===== config.mk =====
export PLATFORM = sky130hd
export DESIGN_NAME = kernel_conv_flat
export DESIGN_NICKNAME = d
export VERILOG_FILES = /design/src/rtl/kernel_conv_pkg.sv /design/src/rtl/kernel_conv_if.sv /design/src/rtl/kernel_conv_sums.sv /design/src/rtl/kernel_conv.sv /design/src/flat_wrapper.sv
export SDC_FILE = /design/constraint.sdc
export NUM_CORES = 1
export LEC_CHECK = 0
export ABC_AREA = 0
export ABC_CLOCK_PERIOD_IN_PS = 1100
export CORE_UTILIZATION = 50
export DETAILED_ROUTE_END_ITERATION = 8
export GPL_ROUTABILITY_DRIVEN = 0
export PLACE_DENSITY = 0.75
export SLEW_MARGIN = 10
export SYNTH_ARGS = -nofsm -noshare
export SYNTH_HDL_FRONTEND = slang
export SYNTH_SLANG_ARGS = --single-unit

===== constraint.sdc =====
create_clock -name clk -period 1.1 [get_ports clk]
set_clock_uncertainty 0.1 [all_clocks]
set_input_delay 0.22 -clock clk [delete_from_list [all_inputs] [get_ports clk]]
set_output_delay 0.22 -clock clk [all_outputs]
set_load 0.03 [all_outputs]

===== src/rtl/kernel_conv_pkg.sv =====
// Shared definitions for the 3x3 convolution kernel unit.
//   ksel_e    : kernel select encoding
//   PIX_W     : pixel width, ROW_W : packed window-row width
//   window_t  : three packed rows, row 0 = top, left pixel in the row MSBs
//   pix()     : returns P(r,c) from a window
package kernel_pkg;

  localparam int PIX_W = 8;
  localparam int ROW_W = 3 * PIX_W;

  typedef enum logic [1:0] {
    K_BLUR    = 2'b00,
    K_SHARPEN = 2'b01,
    K_BOOST   = 2'b10,
    K_EDGE    = 2'b11
  } ksel_e;

  typedef logic [ROW_W-1:0] window_t [0:2];

  // Column 0 (left) sits in the most significant pixel slot of a row.
  function automatic logic [PIX_W-1:0] pix(input window_t win, input int r, input int c);
    logic [ROW_W-1:0] row;
    row = win[r];
    return row[(2-c)*PIX_W +: PIX_W];
  endfunction

endpackage


===== src/rtl/kernel_conv_if.sv =====
// Window-in / result-out bundle for kernel_conv.
//   cache_in[0:2] : window rows from the line buffer
//   ksel          : kernel select, sampled with the window
//   in_valid      : window valid this cycle
//   kresult       : two's-complement result (OUT_W bits)
//   out_valid     : kresult updated this cycle
// master = window source, slave = kernel unit.
interface kernel_conv_if #(
  parameter int PIX_W = 8,
  parameter int OUT_W = 16
);
  logic [3*PIX_W-1:0] cache_in [0:2];
  logic [1:0]         ksel;
  logic               in_valid;
  logic [OUT_W-1:0]   kresult;
  logic               out_valid;

  modport master (output cache_in, ksel, in_valid, input kresult, out_valid);
  modport slave  (input cache_in, ksel, in_valid, output kresult, out_valid);
endinterface


===== src/rtl/kernel_conv_sums.sv =====
// Combinational neighbourhood sums for the 3x3 window.
//   cache_in : window rows (input)
//   c        : centre pixel P(1,1)
//   x4       : sum of the four edge-adjacent neighbours
//   s8       : sum of all eight non-centre pixels
// Widths are sized so no sum can overflow (8*255 = 2040 fits in PIX_W+3).
module kernel_sums
  import kernel_pkg::*;
(
  input  logic [ROW_W-1:0] cache_in [0:2],
  output logic [PIX_W-1:0] c,
  output logic [PIX_W+1:0] x4,
  output logic [PIX_W+2:0] s8
);

  window_t          win;
  logic [PIX_W+1:0] corners;

  always_comb begin
    win = cache_in;
    c   = pix(win, 1, 1);
    x4  = (PIX_W+2)'(pix(win, 0, 1)) + (PIX_W+2)'(pix(win, 1, 0))
        + (PIX_W+2)'(pix(win, 1, 2)) + (PIX_W+2)'(pix(win, 2, 1));
    corners = (PIX_W+2)'(pix(win, 0, 0)) + (PIX_W+2)'(pix(win, 0, 2))
            + (PIX_W+2)'(pix(win, 2, 0)) + (PIX_W+2)'(pix(win, 2, 2));
    s8  = (PIX_W+3)'(x4) + (PIX_W+3)'(corners);
  end

endmodule


===== src/rtl/kernel_conv.sv =====
// 3x3 image-convolution kernel unit, single registered stage.
//   clk, rst : clock and asynchronous active-high reset
//   kif      : kernel_conv_if slave (window, ksel, in_valid -> kresult, out_valid)
// Kernels: 00 box blur (S8+C)/9, 01 sharpen 5C-X4, 10 high-boost 9C-S8,
// 11 Laplacian 4C-X4. Result is sign-extended to OUT_W.
// Optional build macro KERNEL_CLAMP_EN saturates the result to 0..255.
// PIX_W must match kernel_pkg::PIX_W (the window extractor lives there).
module kernel_conv #(
  parameter int PIX_W = 8,
  parameter int OUT_W = 16
) (
  input logic          clk,
  input logic          rst,
  kernel_conv_if.slave kif
);
  import kernel_pkg::*;

  // 9*255 = 2295 needs 12 unsigned bits; one more for the sign.
  localparam int ACC_W = PIX_W + 5;

  logic [PIX_W-1:0] c;
  logic [PIX_W+1:0] x4;
  logic [PIX_W+2:0] s8;

  kernel_sums u_sums (
    .cache_in (kif.cache_in),
    .c        (c),
    .x4       (x4),
    .s8       (s8)
  );

  logic signed [ACC_W-1:0] c_s, x4_s, s8_s, raw, res;
  logic        [ACC_W-2:0] sum9, blur_q;

  always_comb begin
    c_s    = signed'(ACC_W'(c));
    x4_s   = signed'(ACC_W'(x4));
    s8_s   = signed'(ACC_W'(s8));
    sum9   = (ACC_W-1)'(s8) + (ACC_W-1)'(c);
    blur_q = sum9 / (ACC_W-1)'(9);
    raw    = '0;
    case (ksel_e'(kif.ksel))
      K_BLUR:    raw = signed'({1'b0, blur_q});
      K_SHARPEN: raw = (c_s <<< 2) + c_s - x4_s;
      K_BOOST:   raw = (c_s <<< 3) + c_s - s8_s;
      K_EDGE:    raw = (c_s <<< 2) - x4_s;
      default:   raw = '0;
    endcase
`ifdef KERNEL_CLAMP_EN
    if (raw < 0)
      res = '0;
    else if (raw > signed'(ACC_W'((1 << PIX_W) - 1)))
      res = signed'(ACC_W'((1 << PIX_W) - 1));
    else
      res = raw;
`else
    res = raw;
`endif
  end

  // Idle cycles drop out_valid but keep the last result visible.
  always_ff @(posedge clk or posedge rst) begin
    if (rst) begin
      kif.kresult   <= '0;
      kif.out_valid <= 1'b0;
    end else begin
      kif.out_valid <= kif.in_valid;
      if (kif.in_valid)
        kif.kresult <= OUT_W'(res);
    end
  end

endmodule


===== src/flat_wrapper.sv =====
// flat-port wrapper written by rule: the top's interface ports become plain ports
module kernel_conv_flat import kernel_pkg::*;
#(
  parameter int PIX_W = 8,
  parameter int OUT_W = 16
)
  (clk, rst, kif_cache_in, kif_ksel, kif_in_valid, kif_kresult, kif_out_valid);
  kernel_conv_if #(.PIX_W(PIX_W), .OUT_W(OUT_W)) kif_i ();
  input logic clk;
  input logic rst;
  input wire logic [$bits(kif_i.cache_in)-1:0] kif_cache_in;
  input wire logic [$bits(kif_i.ksel)-1:0] kif_ksel;
  input wire logic [$bits(kif_i.in_valid)-1:0] kif_in_valid;
  output wire logic [$bits(kif_i.kresult)-1:0] kif_kresult;
  output wire logic [$bits(kif_i.out_valid)-1:0] kif_out_valid;
  assign kif_i.cache_in = {>>{kif_cache_in}};
  assign kif_i.ksel = kif_ksel;
  assign kif_i.in_valid = kif_in_valid;
  assign kif_kresult = kif_i.kresult;
  assign kif_out_valid = kif_i.out_valid;
  kernel_conv #(.PIX_W(PIX_W), .OUT_W(OUT_W)) u_core (.clk(clk), .rst(rst), .kif(kif_i));
endmodule

[Yosys cells after proc, flatten, opt, wreduce, memory -nomap -nowiden]
Index checks and enable logic that the tools add are counted.
Widths: inputs -> output; s select.
Storage, ports and cells
  register bits: 14
  output and inout bits: 17
  word-level logic and storage cells: 21
  bits of input ports: 77
Cells by class
  eq/ne operators: 3
  div/mod/pow operators: 1
  $add $sub $neg: 13
  mux-type cells: 1
  reduce and logical (&&, ||, !) cells: 1
Operators by type and width (count)
  $pmux 13 s4: 1
  $add 10x8->10: 3
  $add 11x8->12: 2
  $add 8x8->9: 2
  $sub 13x11->13: 1
  $sub 13x12->13: 1
  $div 12x4->12 const B: 1
  $add 10x10->11: 1
  $add 10x8->11: 1
  $sub 10x10->11: 1
  $add 9x8->10: 1
  $eq 2x2->1 const B: 2
  $eq 2x1->1 const B: 1
  $logic_not 2->1: 1

[Depth between registers and ports, before layout]
  depth after elaboration: 7
  gate-level depth with buffers: 44
  mapped depth without buffers: 41

[Hierarchy]
A second synthesis with hierarchy kept.
Unflattened totals
  cells, all modules: 739
  area total of the unflattened synthesis: 6028.3 um^2
By module, submodules not included
  kernel_conv: cells an instance 528, times used 1, sequential area each 350.3 um^2, area an instance 4190.3 um^2
  kernel_sums: cells an instance 211, times used 1, sequential area each 0.0 um^2, area an instance 1838.0 um^2

[Least setup slack after synthesis]
Ideal clock, no wire load.
  path type: input -> register
  start: input kif_cache_in[40]
  end: register u_core.kif.kresult[0]
  library setup time: 0.133 ns
  arrival: 8.642 ns
  required time: 0.867 ns
  stages: 40
  buffers on the path: 2
  setup slack: -7.775 ns
  path through: ha_1 -> inv_1 -> fa_1 -> fa_1 -> inv_1 -> ha_1 -> fa_1 -> a21oi_1 -> nor2_1 -> nor2_1 -> xnor2_1 -> fa_1 -> inv_1 -> ha_1 -> o211ai_1 -> o21ai_2 -> xor2_1 -> ha_1 -> (+4 left out) -> and2_1 -> clkbuf_8 -> a211oi_2 -> o21a_2 -> nor3_2 -> o41a_4 -> or3_1 -> o221ai_2 -> a211oi_2 -> or4_1 -> or4_1 -> o211a_2 -> ha_1 -> nand3b_1 -> a21oi_1 -> nor3b_1 -> o31ai_1 -> o21ai_0
Between the ends
  word-level cells in the longest chain between the ends: 7
  elaborated cells between the ends (all ways): 10
  classes of those cells: add/sub (8); div (1); mux (1)
RTL lines
  from (decl): line flat_wrapper.sv:11  | input wire logic [$bits(kif_i.cache_in)-1:0] kif_cache_in;
  $add 8x8->9 (*): line kernel_conv_sums.sv:22  | x4 = (PIX_W+2)'(pix(win, 0, 1)) + (PIX_W+2)'(pix(win, 1, 0))
  $add 10x8->10 (*) (2 in series): line kernel_conv_sums.sv:23  | + (PIX_W+2)'(pix(win, 1, 2)) + (PIX_W+2)'(pix(win, 2, 1));
  $add 10x10->11: line kernel_conv_sums.sv:26  | s8 = (PIX_W+3)'(x4) + (PIX_W+3)'(corners);
  $add 11x8->12: line kernel_conv.sv:39  | sum9 = (ACC_W-1)'(s8) + (ACC_W-1)'(c);
  $div 12x4->12: line kernel_conv.sv:40  | blur_q = sum9 / (ACC_W-1)'(9);
  $pmux 13 s4 (*): line kernel_conv.sv:42  | case (ksel_e'(kif.ksel))
  to (signal assigned): line kernel_conv.sv:69  | kif.kresult <= OUT_W'(res);
  to (decl): line kernel_conv_if.sv:19  | modport slave (input cache_in, ksel, in_valid, output kresult, out_valid);
Every way passes the cells marked *; elsewhere a longest branch is shown, timed or not.
A chain may end at the register's enable or synchronous reset.

[Worst setup path in the final report]
  start: input kif_cache_in[56]
  end: register u_core.kif.kresult[0]
Same word-level chain as after synthesis.

==> results.txt <==
* Worst setup margin: -8.44 ns
* Crit-path max FO: 5
* CTS buffer count: 3
- The floorplan has 40 rows.
- Reg-to-reg setup timing slack: about 0.01 ns
- Number of warnings issued by yosys: 0
- Routed Wire Length: a little under 30 mm
- The number of failing hold endpoints at the final stage was 0.
- Status: finished with violations
* Half-perimeter wire length of the detailed placement result: about 17 mm
- Number of pins with negative max-slew slack in the final report: 0
- The die covers roughly 13000 um2.
* Final cycle utilization of the critical path: 867%
* Syn Area/Cell: around 8.2 um2
- Clock Latency Late Sink: ~0.25 ns
* First-pass GRT wire length: 37.8 mm
* CTS Sinks: 14
* TritonCTS clock tree: yes
- I/O pins: 94
- DR vias/cell: between 6 and 7
- Counting flops with a built-in enable in the synthesized netlist gives 0.
- Post-Synthesis Net Count: 943
* Maximum buffer depth of the clock tree: 2
- The via count of the first global-routing pass is 7972.
- After detailed routing, the number of remaining DRC violations is 0.
- For this configuration, the core starts out at a cell density of 51.1%.
- The share of synthesized area in the top cell type comes to ~16%.
- The worst register-to-register path ends at u_core.kif.kresult[0].
- The most used flip-flop cell after synthesis is sky130_fd_sc_hd__dfrtp_1.
- Global routing used between 30 and 40% of the available tracks across all layers.
- The area growth from synthesis to layout is 67.8%.
* Number of nets in the layout: between 1000 and 1500
* Clock-pin slew of the registers on the worst-case setup and hold paths: ~0.050 ns
- Library cell contributing the largest single delay on the critical path: sky130_fd_sc_hd__fa_1
- Total Neg Setup Slack: -83.42 ns
- The worst setup path is of the in2reg kind.
* Fraction of the yosys area taken by sequential cells: under 10%
* Hold_ws: slightly below 0.2 ns
- Number of DRC markers in iteration 0: 760
- Measured in cells, the most critical reg-to-reg path has a length of 3.
- Sorting the synthesized cells by area gives the leading types as sky130_fd_sc_hd__ha_1, sky130_fd_sc_hd__fa_1, sky130_fd_sc_hd__xnor2_1, sky130_fd_sc_hd__inv_1, sky130_fd_sc_hd__a21oi_1.
- RSZ-0062 raised after global routing: true
- In this run the worst hold path is classified as in2async.
- After detailed routing, the average wire length per cell comes to ~24 um.
- At the pin with the least slew margin, the transition time is between 0.7 and 0.8 ns.
* Distinct cell type count after synthesis: 97
- H-Tree Depth: 1
- Across all layers, the routed design uses approximately 8100 vias.
* Library cell occupying the most area in the post-synthesis netlist: sky130_fd_sc_hd__ha_1
- Clock tree root driver cell: sky130_fd_sc_hd__clkbuf_16
- The largest single stage delay on the critical path is 0.56 ns.
- Relative max-transition margin: between 40% and 50%
- CP endpoint kind: flip-flop
- Violations in the final reports: negative setup slack
* Number of buffer and inverter stages on the critical path: 8
- Maximum number of pins on one net before global-route repair: 15
* Count of input and output buffers: between 90 and 100
- Data arrival, critical path: roughly 9.6 ns
* Horiz. Die Dim: about 110 um
- Static timing analysis puts the maximum clock frequency at about 100 MHz.
* Share of final-layout standard cells stronger than drive strength 1: a little under half
* Post-synthesis instance area: roughly 6100 um2
* Setup crit start kind: input port
- Post-synthesis cell count: 749
- Worst path top cell family by delay: compound AO/OA/AOI/OAI gates
- Flops & latches, synth: 14
- The startpoint identified for the worst register-to-register timing path is u_core.kif.kresult[0].
- Asr flop ratio synth: 100%
- Critical path data required time: about 1.1 ns
* Finished Layout Cells: around 1200
- Count of placed standard cells including taps: approximately 1200
- Initial antenna violation count: 0
* Max-cap violation count: 0
- 1st-pass router iterations: 7
* Core Area: between 10000 and 15000 um2
* Shortest period the worst path allows: around 9.5 ns
- In this design, the critical path's most frequently occurring cell is sky130_fd_sc_hd__ha_4.
* Antenna-violating nets left: 0
- Setup violations remaining at the end of the flow were counted as 25.
- Die H: approximately 110 um
- Gr ovfl total: 0
* Diodes inserted: 0
## synth_stat cells, types with 3 or more instances
| master | number |
|---|---|
| sky130_fd_sc_hd__a211oi_1 | 6 |
| sky130_fd_sc_hd__a211oi_2 | 4 |
| sky130_fd_sc_hd__a21o_1 | 18 |
| sky130_fd_sc_hd__a21o_2 | 3 |
| sky130_fd_sc_hd__a21oi_1 | 70 |
| sky130_fd_sc_hd__a21oi_2 | 5 |
| sky130_fd_sc_hd__a221oi_1 | 3 |
| sky130_fd_sc_hd__a311oi_1 | 4 |
| sky130_fd_sc_hd__a31oi_1 | 5 |
| sky130_fd_sc_hd__and2_1 | 3 |
| sky130_fd_sc_hd__and3_2 | 4 |
| sky130_fd_sc_hd__buf_2 | 3 |
| sky130_fd_sc_hd__buf_4 | 5 |
| sky130_fd_sc_hd__buf_6 | 6 |
| sky130_fd_sc_hd__clkbuf_1 | 4 |
| sky130_fd_sc_hd__clkbuf_8 | 5 |
| sky130_fd_sc_hd__dfrtp_1 | 14 |
| sky130_fd_sc_hd__fa_1 | 38 |
| sky130_fd_sc_hd__ha_1 | 79 |
| sky130_fd_sc_hd__inv_1 | 104 |
| sky130_fd_sc_hd__maj3_1 | 4 |
| sky130_fd_sc_hd__mux2_2 | 5 |
| sky130_fd_sc_hd__mux2i_1 | 7 |
| sky130_fd_sc_hd__nand2_1 | 32 |
| sky130_fd_sc_hd__nand2b_1 | 8 |
| sky130_fd_sc_hd__nand3_1 | 15 |
| sky130_fd_sc_hd__nand4_1 | 4 |
| sky130_fd_sc_hd__nor2_1 | 43 |
| sky130_fd_sc_hd__nor2_2 | 3 |
| sky130_fd_sc_hd__nor2b_1 | 9 |
| sky130_fd_sc_hd__nor3_1 | 5 |
| sky130_fd_sc_hd__nor4_1 | 10 |
| sky130_fd_sc_hd__o211ai_1 | 9 |
| sky130_fd_sc_hd__o21a_1 | 5 |
| sky130_fd_sc_hd__o21ai_0 | 35 |
| sky130_fd_sc_hd__o21ai_2 | 4 |
| sky130_fd_sc_hd__o21bai_1 | 21 |
| sky130_fd_sc_hd__o22ai_1 | 7 |
| sky130_fd_sc_hd__o31ai_2 | 3 |
| sky130_fd_sc_hd__xnor2_1 | 48 |
| sky130_fd_sc_hd__xor2_1 | 20 |
## final cells by class
cell class / instances / area [um2]
fill: 549 / 1710
clock buffer: 4 / 88.8
sequential: 14 / 352
inverter: 105 / 397
timing repair buffer: 364 / 3060
multi-input combinational: 607 / 6160
tap: 147 / 184
## state kept, by name (all words and copies together), names as in the netlist
register / count
u_core.kif.kresult: 13
u_core.kif.out_valid: 1
## worst register-to-register path, delay by kind of cell, from the launching register on
kind	cells	cell delay [ns]
compound gates	2	0.17
flops	1	0.40
mux	1	0.29
## cell families (layout without fill, tap and decap cells)
kind of cell    after synthesis  count (layout)  share of synthesized area [%]
simple gates                161             161                           14.2
buf+inv                     128             473                           9.79
mux                          16              16                           3.46
fa+ha+maj                   121             121                           29.3
xor+xnor                     68              68                           9.75
flops                        14              14                           5.74
compound gates              241             241                           27.8
## layout by cell type, fill, tap and decap left out, types with 13 or more instances in the layout
| cell type | n |
|---|---|
| sky130_fd_sc_hd__inv_1 | 89 |
| sky130_fd_sc_hd__buf_6 | 32 |
| sky130_fd_sc_hd__a21o_1 | 17 |
| sky130_fd_sc_hd__inv_2 | 15 |
| sky130_fd_sc_hd__nor2_1 | 38 |
| sky130_fd_sc_hd__ha_4 | 16 |
| sky130_fd_sc_hd__a21oi_1 | 43 |
| sky130_fd_sc_hd__o21ai_0 | 21 |
| sky130_fd_sc_hd__ha_1 | 60 |
| sky130_fd_sc_hd__nand2_1 | 28 |
| sky130_fd_sc_hd__xor2_1 | 18 |
| sky130_fd_sc_hd__fa_1 | 35 |
| sky130_fd_sc_hd__o21bai_1 | 19 |
| sky130_fd_sc_hd__buf_4 | 255 |
| sky130_fd_sc_hd__clkdlybuf4s50_1 | 70 |
| sky130_fd_sc_hd__dfrtp_1 | 13 |
| sky130_fd_sc_hd__nand3_1 | 15 |
| sky130_fd_sc_hd__xnor2_1 | 33 |
| sky130_fd_sc_hd__a21oi_2 | 25 |
## routing by layer
metal	track usage [%]	share of wire, %	up-vias
li1	-	-	3357
met1	38.5	32	3752
met2	71.0	48	687
met3	4.54	8.7	306
met4	22.8	11	0
met5	0	0	-
## how the worst max path moves through the flow
stage               depth (start not counted)        startpoint                    end  slack, ns
floorplan                                  40  kif_cache_in[40]  u_core.kif.kresult[0]      -7.35
global placement                           40  kif_cache_in[40]  u_core.kif.kresult[1]      -8.23
detailed placement                         40  kif_cache_in[40]  u_core.kif.kresult[0]      -8.57
CTS                                        42  kif_cache_in[56]  u_core.kif.kresult[0]      -7.71
global route                               42  kif_cache_in[56]  u_core.kif.kresult[0]      -8.57
finish                                     39  kif_cache_in[56]  u_core.kif.kresult[0]      -8.44
## repair_timing
action / in CTS / in global routing
gates resized for setup: 121 / 88
setup endpoints to repair: 28 / 29
pin swaps: 75 / 78
buffers inserted: 27 / 26
hold buffers: 0 / 0
## through the flow
stage | utilization (%) | worst slack (ns) | area (um2)
6_report | 85.7 | -8.44 | 10200
5_1_grt | 85.7 | -8.57 | 10200
4_1_cts | 80.4 | -7.71 | 9620
3_5_place_dp | 74.0 | -8.57 | 8860
3_3_place_gp | 74.0 | -8.23 | 8860
2_1_floorplan | - | -7.35 | 6310
Power is not shown: default switching activity piles up to over one toggle a cycle in this logic, so the estimate is an artifact.
==> patch, RTL diff (same flow settings) <==
Add a define of `KERNEL_CLAMP_EN`.
--- a/src/rtl/kernel_conv.sv
+++ b/src/rtl/kernel_conv.sv
@@ -5,6 +5,8 @@
 // 11 Laplacian 4C-X4. Result is sign-extended to OUT_W.
 // Optional build macro KERNEL_CLAMP_EN saturates the result to 0..255.
 // PIX_W must match kernel_pkg::PIX_W (the window extractor lives there).
+`define KERNEL_CLAMP_EN
+
 module kernel_conv #(
   parameter int PIX_W = 8,
   parameter int OUT_W = 16
Check against the original RTL: not equivalent (Yosys sat finds a counterexample within 4 cycles, from zero or initial values and one cycle with rst high).
==> patch against the unedited design <==
The run still ends with negative setup slack left. Cell count decreased by 1.1%. Routed wire length fell by 16%. Synthesized cell count shrank 0.40%. Register-to-register slack lost 1.1 ns. Setup slack improved by 0.38 ns. Non-clock buffer count shrank 17. Count of clock-buffer cells in the layout fell by 1. Cell area down 1.7%. Area after synthesis rose by 0.39%. Sequential cell count down 1. Via count is 5.2% lower.
Power is left out: the tool's default activity adds up to more than one toggle a clock period on the data nets, which glitch-free logic cannot reach.
==> patch: results (changes against the unedited design) <==
The total of flip-flops plus latches after synthesis works out to 13 (-1). The iteration count of the initial detailed-routing pass was 8 (+1). Proportion of layout cells with a drive suffix above 1: 0.417 (-0.0358). The sum of met2 wire segment lengths after detailed routing came out at 12400 µm (-13%). Yosys attributes the largest share of cell area to ha_1 (16%), fa_1 (12%), xnor2_1 (6.7%), inv_1 (6.4%), dfrtp_1 (5.3%). The count of buffers inserted at the top-level ports was 89 (-4.3%); the total placed cells including tap cells was 1166 (-1.8%).

The final reports fail on negative setup slack. The run gives 0.0531 (-0.00430) as the sequential share of the synthesized area. Count of cells resized by post-cts repair: 137 (+13%). The run gives 94 (-3.1%) as the count of different cell masters after synthesis. The final setup slack of the worst path came out at -8.06 ns (+0.377 ns).

The final cycle utilization of the critical path is 8.33 (-0.343). The run gives 7867 (-1.3%) as the number of global-route vias before repair. The logs give -8.39 ns (+0.180 ns) for the minimum setup slack after placement and 8570 µm (-10%) for the post-route met1 wirelength. Global-route total usage across every layer: 0.341 (-0.0301).

The detailed-route vias per instance came out at 6.26 (-4.1%). The placed wire-length estimate after detailed placement was 15700 µm (-5.8%). The initial detailed-routing violation count was 893 (+18%).

The mean post-synth cell area is 8.22 µm² (+0.79%), and the net total in the final layout is 1274 (-1.2%). The logs give 43 (+59%) for the number of buffers inserted to repair setup after CTS and -55.84 ns (+27.58 ns) for the setup total negative slack. The first-pass GRT wire length was 35300 µm (-6.8%).

The run finished, with violations left. The total length of routed wires was 24700 µm (-16%). The largest registers in the layout are u_core.kif.kresult: 12 flops, u_core.kif.out_valid: 1 flops. The root buffer cell is clkbuf_16. The cell family with the largest share of critical-path delay is adder cells.

The relative slew slack is 0.524 (+0.0425), and the cell count of the worst reg-to-reg path is 7 (+4). The pin count of the biggest net entering global routing is 20 (+5). The arrival time reported for the critical path endpoint was 9.24 ns (-0.32 ns). Detailed-route wire length per cell: 20.1 µm (-15%). The final number of setup-violating endpoints is 14 (-44%), and the met1 track utilization from global routing is 0.352 (-0.0338). The met2 track utilization from global routing was 0.661 (-0.0484); the global-route track usage on met3 was 0.0343 (-0.0111). Counting instances in the post-synthesis netlist gives the leading cell types as inv_1 (105), ha_1 (78), a21oi_1 (49).
[patch: changes by cell type after synthesis, sizes merged, moves of 5 or more]
cell	before	now
nand2	32	25
a31oi	5	13
nor3	7	15
a21oi	75	50
mux2i	8	3
buf	14	9
o21bai	21	14
a21boi	0	5
[patch: cell families (layout without fill, tap and decap cells)]
| group | after synthesis | in the layout | share of synthesized area |
|---|---|---|---|
| other | 1 | 4 | 0.000612 |
| adders and majority gates | 120 | 120 | 0.290 |
| xor gates and xnor gates | 70 | 70 | 0.102 |
| DFF | 13 | 13 | 0.0531 |
| and+or+nand+nor | 165 | 167 | 0.147 |
| AOI/OAI and AO/OA | 237 | 237 | 0.278 |
| muxes | 11 | 11 | 0.0318 |
| buffers and inverters | 129 | 458 | 0.0971 |
[patch: layout make-up]
type                       count  area [µm²]  share of cell area
timing repair buffer         347        2940               0.292
tap                          147         184              0.0183
inverter                     107         412              0.0409
clock buffer                   3        75.1             0.00746
sequential                    13         325              0.0323
multi-input combinational    609        6130               0.609
clock inverter                 1        5.00            0.000497
[patch: metrics by stage]
stage / cell area [µm²] / util
after global routing: 10100 / 0.842
after floorplan: 6390 / -
after detailed placement: 8770 / 0.734
final: 10100 / 0.842
after global placement: 8770 / 0.734
after CTS: 9660 / 0.807
[patch: final timing paths]
kind | from | to | slack [ns]
worst max-delay path | kif_cache_in[56] | u_core.kif.kresult[0] | -8.06
worst min-delay path | rst | u_core.kif.kresult[5] | 0.19
worst max register to register | u_core.kif.kresult[0] | u_core.kif.kresult[0] | -1.07
worst min register to register | u_core.kif.kresult[8] | u_core.kif.kresult[8] | 0.43
max in group asynchronous | rst | u_core.kif.kresult[10] | 0.55
min in group clk | u_core.kif.kresult[8] | u_core.kif.kresult[8] | 0.43
